`src/rtl/controller_pkg.sv`:
```
// Shared definitions for the processor control unit: state encodings,
// opcode values, ALU function selects and the opcode-to-state decode.
package controller_pkg;

  localparam int unsigned INSTR_W = 16;

  // State encodings are visible on OutState for the debug display.
  typedef enum logic [3:0] {
    ST_INIT   = 4'd0,
    ST_FETCH  = 4'd1,
    ST_DECODE = 4'd2,
    ST_NOOP   = 4'd3,
    ST_LOAD_A = 4'd4,
    ST_LOAD_B = 4'd5,
    ST_STORE  = 4'd6,
    ST_ADD    = 4'd7,
    ST_SUB    = 4'd8,
    ST_HALT   = 4'd9
  } state_t;

  localparam logic [3:0] OP_NOOP  = 4'h0;
  localparam logic [3:0] OP_STORE = 4'h1;
  localparam logic [3:0] OP_LOAD  = 4'h2;
  localparam logic [3:0] OP_ADD   = 4'h3;
  localparam logic [3:0] OP_SUB   = 4'h4;
  localparam logic [3:0] OP_HALT  = 4'h5;

  localparam logic [2:0] ALU_PASS = 3'b000;
  localparam logic [2:0] ALU_ADD  = 3'b001;
  localparam logic [2:0] ALU_SUB  = 3'b010;

  // First execute state for an opcode; unused opcodes fall through to NOOP.
  function automatic state_t decode_op(input logic [3:0] op);
    state_t st;
    case (op)
      OP_STORE: st = ST_STORE;
      OP_LOAD:  st = ST_LOAD_A;
      OP_ADD:   st = ST_ADD;
      OP_SUB:   st = ST_SUB;
      OP_HALT:  st = ST_HALT;
      default:  st = ST_NOOP;
    endcase
    return st;
  endfunction

endpackage

```
`src/rtl/instr_reg.sv`:
```
// Instruction register: captures the instruction word when load is high,
// holds it otherwise, clears to zero on reset.
module instr_reg
  import controller_pkg::*;
(
  input  logic               Clk,
  input  logic               Reset,
  input  logic               load,
  input  logic [INSTR_W-1:0] d,
  output logic [INSTR_W-1:0] q
);

  // Load-enabled capture with asynchronous clear.
  always_ff @(posedge Clk or posedge Reset) begin
    if (Reset) begin
      q <= '0;
    end else if (load) begin
      q <= d;
    end
  end

endmodule

```
`src/rtl/controller_fsm.sv`:
```
// Moore control unit for the 16-bit processor. Fetches through the program
// counter, latches the instruction, and steps the data memory, register file
// and ALU through the execute states. Every output is a function of the
// current state and the latched instruction only.
module controller_fsm
  import controller_pkg::*;
(
  input  logic        Clk,
  input  logic        Reset,
  input  logic [15:0] IM_Q,
  output logic        PC_Clr,
  output logic        PC_Up,
  output logic [7:0]  D_Addr,
  output logic        D_Wr,
  output logic        RF_s,
  output logic [3:0]  RF_W_Addr,
  output logic        RF_W_En,
  output logic [3:0]  RF_Ra_Addr,
  output logic [3:0]  RF_Rb_Addr,
  output logic [2:0]  ALU_s0,
  output logic [3:0]  OutState
);

  state_t      state_reg;
  state_t      state_next;
  logic [15:0] ir;
  logic [3:0]  opcode;

  // IR only captures during FETCH, on the same edge the PC advances.
  instr_reg u_instr_reg (
    .Clk   (Clk),
    .Reset (Reset),
    .load  (state_reg == ST_FETCH),
    .d     (IM_Q),
    .q     (ir)
  );

  assign opcode   = ir[15:12];
  assign OutState = state_reg;

  // State register; reset returns to INIT immediately, which also drops
  // any write strobe of an aborted instruction in the same cycle.
  always_ff @(posedge Clk or posedge Reset) begin
    if (Reset) begin
      state_reg <= ST_INIT;
    end else begin
      state_reg <= state_next;
    end
  end

  // Next-state and output decode. Address fields follow IR in every state;
  // only the strobes and the function selects depend on the state.
  always_comb begin
    state_next = state_reg;
    PC_Clr     = 1'b0;
    PC_Up      = 1'b0;
    D_Wr       = 1'b0;
    RF_W_En    = 1'b0;
    RF_s       = 1'b0;
    ALU_s0     = ALU_PASS;
    D_Addr     = ir[11:4];
    RF_W_Addr  = ir[3:0];
    RF_Rb_Addr = ir[7:4];
    // STORE reads its source register from the low nibble; arithmetic
    // reads operand A from bits 11:8.
    RF_Ra_Addr = (opcode == OP_STORE) ? ir[3:0] : ir[11:8];

    case (state_reg)
      ST_INIT: begin
        PC_Clr     = 1'b1;
        PC_Up      = 1'b1;
        state_next = ST_FETCH;
      end
      ST_FETCH: begin
        PC_Up      = 1'b1;
        state_next = ST_DECODE;
      end
      ST_DECODE: begin
        state_next = decode_op(opcode);
      end
      ST_NOOP: begin
        state_next = ST_FETCH;
      end
      ST_LOAD_A: begin
        // Address presented one cycle early so the synchronous RAM read
        // is ready when LOAD_B writes it back.
        RF_s       = 1'b1;
        state_next = ST_LOAD_B;
      end
      ST_LOAD_B: begin
        RF_s       = 1'b1;
        RF_W_En    = 1'b1;
        state_next = ST_FETCH;
      end
      ST_STORE: begin
        D_Wr       = 1'b1;
        state_next = ST_FETCH;
      end
      ST_ADD: begin
        ALU_s0     = ALU_ADD;
        RF_W_En    = 1'b1;
        state_next = ST_FETCH;
      end
      ST_SUB: begin
        ALU_s0     = ALU_SUB;
        RF_W_En    = 1'b1;
        state_next = ST_FETCH;
      end
      ST_HALT: begin
        state_next = ST_HALT;
      end
      default: begin
        state_next = ST_INIT;
      end
    endcase
  end

endmodule

```
`config.mk`:
```
export PLATFORM = sky130hd
export DESIGN_NAME = controller_fsm
export DESIGN_NICKNAME = d
export VERILOG_FILES = /design/src/rtl/controller_pkg.sv /design/src/rtl/instr_reg.sv /design/src/rtl/controller_fsm.sv
export SDC_FILE = /design/constraint.sdc
export NUM_CORES = 1
export LEC_CHECK = 0
export CAP_MARGIN = 20
export CORE_MARGIN = 4
export CORE_UTILIZATION = 45
export CTS_CLUSTER_DIAMETER = 50
export CTS_CLUSTER_SIZE = 20
export DETAILED_ROUTE_END_ITERATION = 8
export PLACE_DENSITY = 0.9
export SYNTH_ARGS = -nofsm -noshare
export SYNTH_HDL_FRONTEND = slang
export SYNTH_SLANG_ARGS = --single-unit
```
`constraint.sdc`:
```
create_clock -name Clk -period 3.05 [get_ports Clk]
set_input_delay 0.305 -clock Clk [delete_from_list [all_inputs] [get_ports Clk]]
set_output_delay 0.305 -clock Clk [all_outputs]
set_load 0.1 [all_outputs]
```
==> flow_metrics.py, run 1 <==
metrics = {
    "status": {
        "status": "finished, final reports clean",
    },
    "placed_design": {
        "dp_hpwl_um": 1730,
        "port-buffer-count": 48,
        "post-place-cells": 153,
        "routabilityCongestion": 0.823,
        "place_area_mm2": 0.00149,
    },
    "sta": {
        "fin_tns_setup_ns": 0,
        "max_freq_ghz": 0.460,
        "post-route-min-period_ns": 2.17,
        "hold_viol": 0,
        "period_share_pct": 71.3,
        "maxSlewViolCount": 0,
        "relSlewSlack_pct": 34.4,
        "rsz0062_at_grt": "false",
        "max_slew.worst_pin.slew_ns": 0.981,
        "clock_skew_ns": 0.00865,
        "setup_viol": 0,
    },
    "worst_setup_path": {
        "worst-path-buf-inv": 1,
        "reg2reg_to": "u_instr_reg.q[3]$_DFFE_PP0P_",
        "crit_arrival_ns": 1.87,
        "crit_fanout": 3,
        "slowest_delay_ns": 1.15,
        "reg2reg_depth": 3,
        "cp.depth": 1,
        "crit_chain": "clkdlybuf4s50_1",
        "critPathSlowestCell": "clkdlybuf4s50_1",
        "r2r_slack_ns": 1.35,
        "reg2reg_from": "OutState[1]$_DFF_PP0_",
        "crit_required_ns": 2.74,
        "cp-end-kind": "primary output",
        "path_class": "flip-flop to primary output",
        "worst_path_dominant_cell_family": "buffers and inverters",
        "critPathLaunchType": "flip-flop",
    },
    "detailed_routing": {
        "final_antenna_net_count": 0,
        "wl_per_cell_um": 14.7,
        "drtPass1Iterations": 4,
        "vias_per_cell": 4.92,
        "drt_iter0_drc": 13,
        "vias": 772,
        "route.detailed.drc": 0,
        "drt_wl_total_um": 2310,
    },
    "finish": {
        "stdcell_count": 157,
        "n_antenna_cell": 0,
        "mostFrequentLayoutCell": "clkdlybuf4s50_1",
        "syn_to_final_growth_pct": 30.7,
        "fin_util_pct": 61.7,
        "final_nets": 146,
        "mostFrequentLayoutCells": "clkdlybuf4s50_1 (33), dfrtp_1 (20), buf_4 (15)",
        "fin_area_mm2": 0.00153,
        "fill_cells": 202,
        "drive_gt1_share_pct": 35.4,
    },
    "clock_network": {
        "clock_path_buffers": 2,
        "post-cts-setup-buffers": 0,
        "cts.sinks": 20,
        "htree_levels": 1,
        "cts_root_buf": "clkbuf_4",
        "clock_latency_ns": 0.31,
        "cts_made_buffers": 3,
        "tritoncts": "done",
        "cts_resized": 0,
        "clk_pin_slew_ns": 0.12,
        "cts_hold_buf": 0,
    },
    "die": {
        "initial_core_util_pct": 47.2,
        "fp.coreArea_mm2": 0.00248,
        "io_pins": 50,
        "die_w_um": 59.0,
        "dieArea_mm2": 0.00348,
        "die_h_um": 59.0,
        "num_rows": 18,
    },
    "synth": {
        "yosysUniqueCellTypes": 30,
        "ys_seq_area_share_pct": 42.8,
        "syn_inst": 99,
        "netlist_area_mm2": 0.00117,
        "synth_top_family_by_area": "multiplexers",
        "synth-seq-cells": 20,
        "synth_xor_area_share_pct": 0.749,
        "synth_area_per_cell_um2": 11.8,
        "synthSimpleGateAreaFrac_pct": 11.5,
        "synth_compound_area_share_pct": 5.67,
        "synth_warnings": 0,
        "synth_fa_ha_area_share_pct": 0,
        "muxShareOfSynthArea_pct": 22.2,
        "synth_nets": 117,
    },
    "grt": {
        "grt_max_degree": 21,
        "grt_pass1_wl_um": 3750,
        "grt_pass1_vias": 799,
        "grt_antenna_before_repair": 0,
        "grt_remaining_overflow": 0,
        "globalRouteTotalUtil_pct": 14.0,
    },
    "flow_run": {
        "cap_violations": 0,
    },
    "min_path": {
        "hp-class": "primary input to async pin",
    },
}
[area by class of cell]
type                       instances  area (um^2)  area share [%]
inverter                           2         7.51           0.491
clock buffer                       4         36.3            2.38
multi-input combinational         53          503            32.9
timing repair buffer              48          443            29.0
sequential                        20          500            32.8
tap                               30         37.5            2.46
[stage by stage]
stage | hold slack, ns | setup WS [ns]
2_1_floorplan | 0.269 | -0.0609
3_3_place_gp | 0.509 | 1.23
3_5_place_dp | 0.517 | 1.22
4_1_cts | 0.431 | 0.856
5_1_grt | 0.465 | 0.810
6_report | 0.409 | 0.876
[how the worst max path moves through the flow]
| stage | to | slack, ns | from |
|---|---|---|---|
| 2_1_floorplan | RF_W_En | -0.06 | OutState[3]$_DFF_PP0_ |
| 3_3_place_gp | D_Addr[4] | 1.23 | u_instr_reg.q[8]$_DFFE_PP0P_ |
| 3_5_place_dp | D_Addr[7] | 1.22 | u_instr_reg.q[11]$_DFFE_PP0P_ |
| 4_1_cts | D_Addr[2] | 0.86 | u_instr_reg.q[6]$_DFFE_PP0P_ |
| 5_1_grt | RF_Ra_Addr[1] | 0.81 | u_instr_reg.q[13]$_DFFE_PP0P_ |
| 6_report | D_Addr[2] | 0.88 | u_instr_reg.q[6]$_DFFE_PP0P_ |
[cell usage after synthesis, drive strengths merged]
cell	n	area [um^2]
buf	21	178
dfrtp	20	500
mux2	20	259
nor2	6	22.5
o21ai	4	20.0
clkbuf	3	11.3
and3	2	12.5
inv	2	7.51
nor2b	2	12.5
nor3	2	21.3
o2111ai	2	17.5
a21boi	1	7.51
a21o	1	7.51
a21oi	1	5.00
a221oi	1	8.76
and2	1	8.76
and3b	1	8.76
conb	1	3.75
nand2	1	3.75
nand2b	1	6.26
nand3b	1	7.51
nand4	1	6.26
nor4	1	6.26
nor4b	1	8.76
or3b	1	8.76
xor2	1	8.76
[sequential cells by signal, indices dropped and copies added, names as in the netlist]
name	count
OutState	4
u_instr_reg.q	16
[routing by layer]
| metal | track usage [%] | vias up | share of wire, % |
|---|---|---|---|
| met2 | 23.0 | 27 | 52 |
| met3 | 3.73 | 3 | 6.1 |
| li1 | - | 376 | - |
| met4 | 3.88 | 0 | 1.0 |
| met5 | 0 | - | 0 |
| met1 | 18.2 | 366 | 41 |
[logic make-up (layout without fill, tap and decap cells)]
kind of cell	count (synthesis)	in the layout
mux	20	20
other cells	1	1
compound gates	10	10
simple gates	21	21
buf+inv	26	54
xor+xnor	1	1
flops	20	20
Power of run 1 is left out: the tool's default activity adds up to more than one toggle a clock period on the data nets, which glitch-free logic cannot reach.
==> inputs of run 2 (changes only) <==
- CORE_UTILIZATION: 45 -> 42
- PLACE_DENSITY: 0.9 -> 0.86
- clock period: 3.05 -> 2.26 ns (I/O delays scaled with it)
==> run 2 against run 1 <==
  * Global-route usage about the same
  * Critical path depth increased by 3
  * Core utilization increased by 0.91 points
  * First-iteration DRC count increased by 100%
  * Worst setup slack got worse by 0.60 ns
  * Sequential share of layout area decreased by 0.98 points
  * Clock skew decreased by 0.0046 ns
  * Cell area increased by 5.2%
  * Die area increased by 6.2%
  * Register-to-register slack got worse by 0.68 ns
  * Flip-flop and latch count unchanged
  * Largest cell class unchanged
==> flow_metrics.py, run 2 (synthesized netlist as in run 1, its figures left out) <==
metrics = {
    "finish": {
        "drive_gt1_share_pct": 52.0,
        "multi_input_area_um2": 512,
        "regMostFlops": "u_instr_reg.q",
        "area.sequential_um2": 510,
        "mostFrequentLayoutCell": "buf_4",
        "final_nets": 146,
        "largest_register_ffs": 16,
        "mostFrequentLayoutCells": "buf_4 (23), clkdlybuf4s50_1 (17), dfrtp_1 (16)",
        "syn_to_final_growth_pct": 37.5,
        "n_antenna_cell": 0,
        "fill_cells": 215,
        "fin_util_pct": 62.6,
    },
    "worst_setup_path": {
        "path_class": "flip-flop to primary output",
        "cp-end-kind": "primary output",
        "crit_required_ns": 2.03,
        "reg2reg_from": "OutState[1]$_DFF_PP0_",
        "worst-path-buf-inv": 1,
        "crit_chain": "nor2_1, and3_1, mux2_2, buf_12",
        "slowest_delay_ns": 0.46,
        "critPathLaunchType": "flip-flop",
        "crit_arrival_ns": 1.76,
        "crit_fanout": 7,
        "startpoint": "u_instr_reg.q[13]$_DFFE_PP0P_",
        "critPathSlowestCell": "dfrtp_1",
        "worst_path_dominant_cell_family": "flip-flops",
    },
    "sta": {
        "clock_skew_ns": 0.00403,
        "relSlewSlack_pct": 51.5,
        "rsz0062_at_grt": "false",
        "fin_tns_setup_ns": 0,
        "setup_viol": 0,
        "maxSlewViolCount": 0,
        "hold_viol": 0,
        "max_freq_ghz": 0.505,
        "period_share_pct": 87.7,
        "max_slew.worst_pin.slew_ns": 0.726,
        "post-route-min-period_ns": 1.98,
    },
    "clock_network": {
        "clk_pin_slew_ns": 0.11,
        "cts_made_buffers": 3,
        "cts_hold_buf": 0,
        "cts.sinks": 20,
        "htree_levels": 1,
        "cts_resized": 0,
        "tritoncts": "done",
        "cts_root_buf": "clkbuf_4",
        "post-cts-setup-buffers": 0,
        "clock_latency_ns": 0.29,
        "clock_path_buffers": 2,
    },
    "die": {
        "die_h_um": 60.8,
        "initial_core_util_pct": 45.5,
        "fp.coreArea_mm2": 0.00257,
        "die_w_um": 60.8,
        "io_pins": 50,
        "num_rows": 18,
        "dieArea_mm2": 0.00369,
    },
    "status": {
        "status": "finished, final reports clean",
    },
    "min_path": {
        "hp-class": "primary input to async pin",
    },
    "detailed_routing": {
        "vias_per_cell": 5.15,
        "route.detailed.drc": 0,
        "vias": 808,
        "wl_per_cell_um": 15.2,
        "drt_wl_total_um": 2390,
        "drtPass1Iterations": 4,
        "final_antenna_net_count": 0,
        "drt_iter0_drc": 26,
    },
    "placed_design": {
        "port-buffer-count": 48,
        "dp_hpwl_um": 1790,
        "routabilityCongestion": 0.770,
    },
    "grt": {
        "globalRouteTotalUtil_pct": 14.0,
        "grt_antenna_before_repair": 0,
        "grt_pass1_wl_um": 3800,
        "grt_remaining_overflow": 0,
        "grt_pass1_vias": 783,
        "grt_max_degree": 21,
    },
    "flow_run": {
        "cap_violations": 0,
    },
}
-- run 2: cell type report --
cell class                      instances  area share [%]
Multi-Input combinational cell         53            31.9
Sequential cell                        20            31.8
Tap cell                               30            2.34
Inverter                                2           0.467
Clock buffer                            4            2.26
Timing Repair Buffer                   48            31.3
-- run 2: worst reg2reg max path, stage by stage, from the launching register on --
cell and delay [ns]:
dfrtp_2 0.55, nor3_4 0.23, and2_4 0.34, mux2_2 0.38
-- run 2: final timing paths --
check | end | slack [ns] | cells past startpoint
max | RF_Ra_Addr[1] | 0.28 | 4
min | u_instr_reg.q[1]$_DFFE_PP0P_ | 0.35 | 2
max reg2reg | u_instr_reg.q[2]$_DFFE_PP0P_ | 0.67 | 3
min reg2reg | u_instr_reg.q[3]$_DFFE_PP0P_ | 0.55 | 1
max in group asynchronous | OutState[0]$_DFF_PP0_ | 1.38 | 2
min in group Clk | u_instr_reg.q[14]$_DFFE_PP0P_ | 0.53 | 2
-- run 2: metal layers --
metal / wire length [um] / GRT usage (%) / vias to the layer above
li1: - / - / 379
met1: 964 / 18.6 / 389
met2: 1170 / 22.1 / 38
met3: 245 / 3.83 / 2
met4: 10 / 4.64 / 0
met5: 0 / 0 / -
-- run 2: through the flow --
stage | instances | hold WS (ns) | worst slack (ns) | instance area (um^2)
after floorplan | 99 | 0.190 | -0.310 | 1220
after global placement | 153 | 0.518 | 0.648 | 1570
after detailed placement | 153 | 0.527 | 0.609 | 1570
after CTS | 157 | 0.380 | 0.263 | 1610
after global routing | 157 | 0.405 | 0.158 | 1610
final | 157 | 0.346 | 0.279 | 1610
Power of run 2 is left out for the same reason.
==> inputs of run 3 (changes only) <==
- TNS_END_PERCENT: default -> 30
==> results of run 3 <==
No change in the layout: final DEF, timing and power equal those of run 2.
Power of run 3 is left out for the same reason.
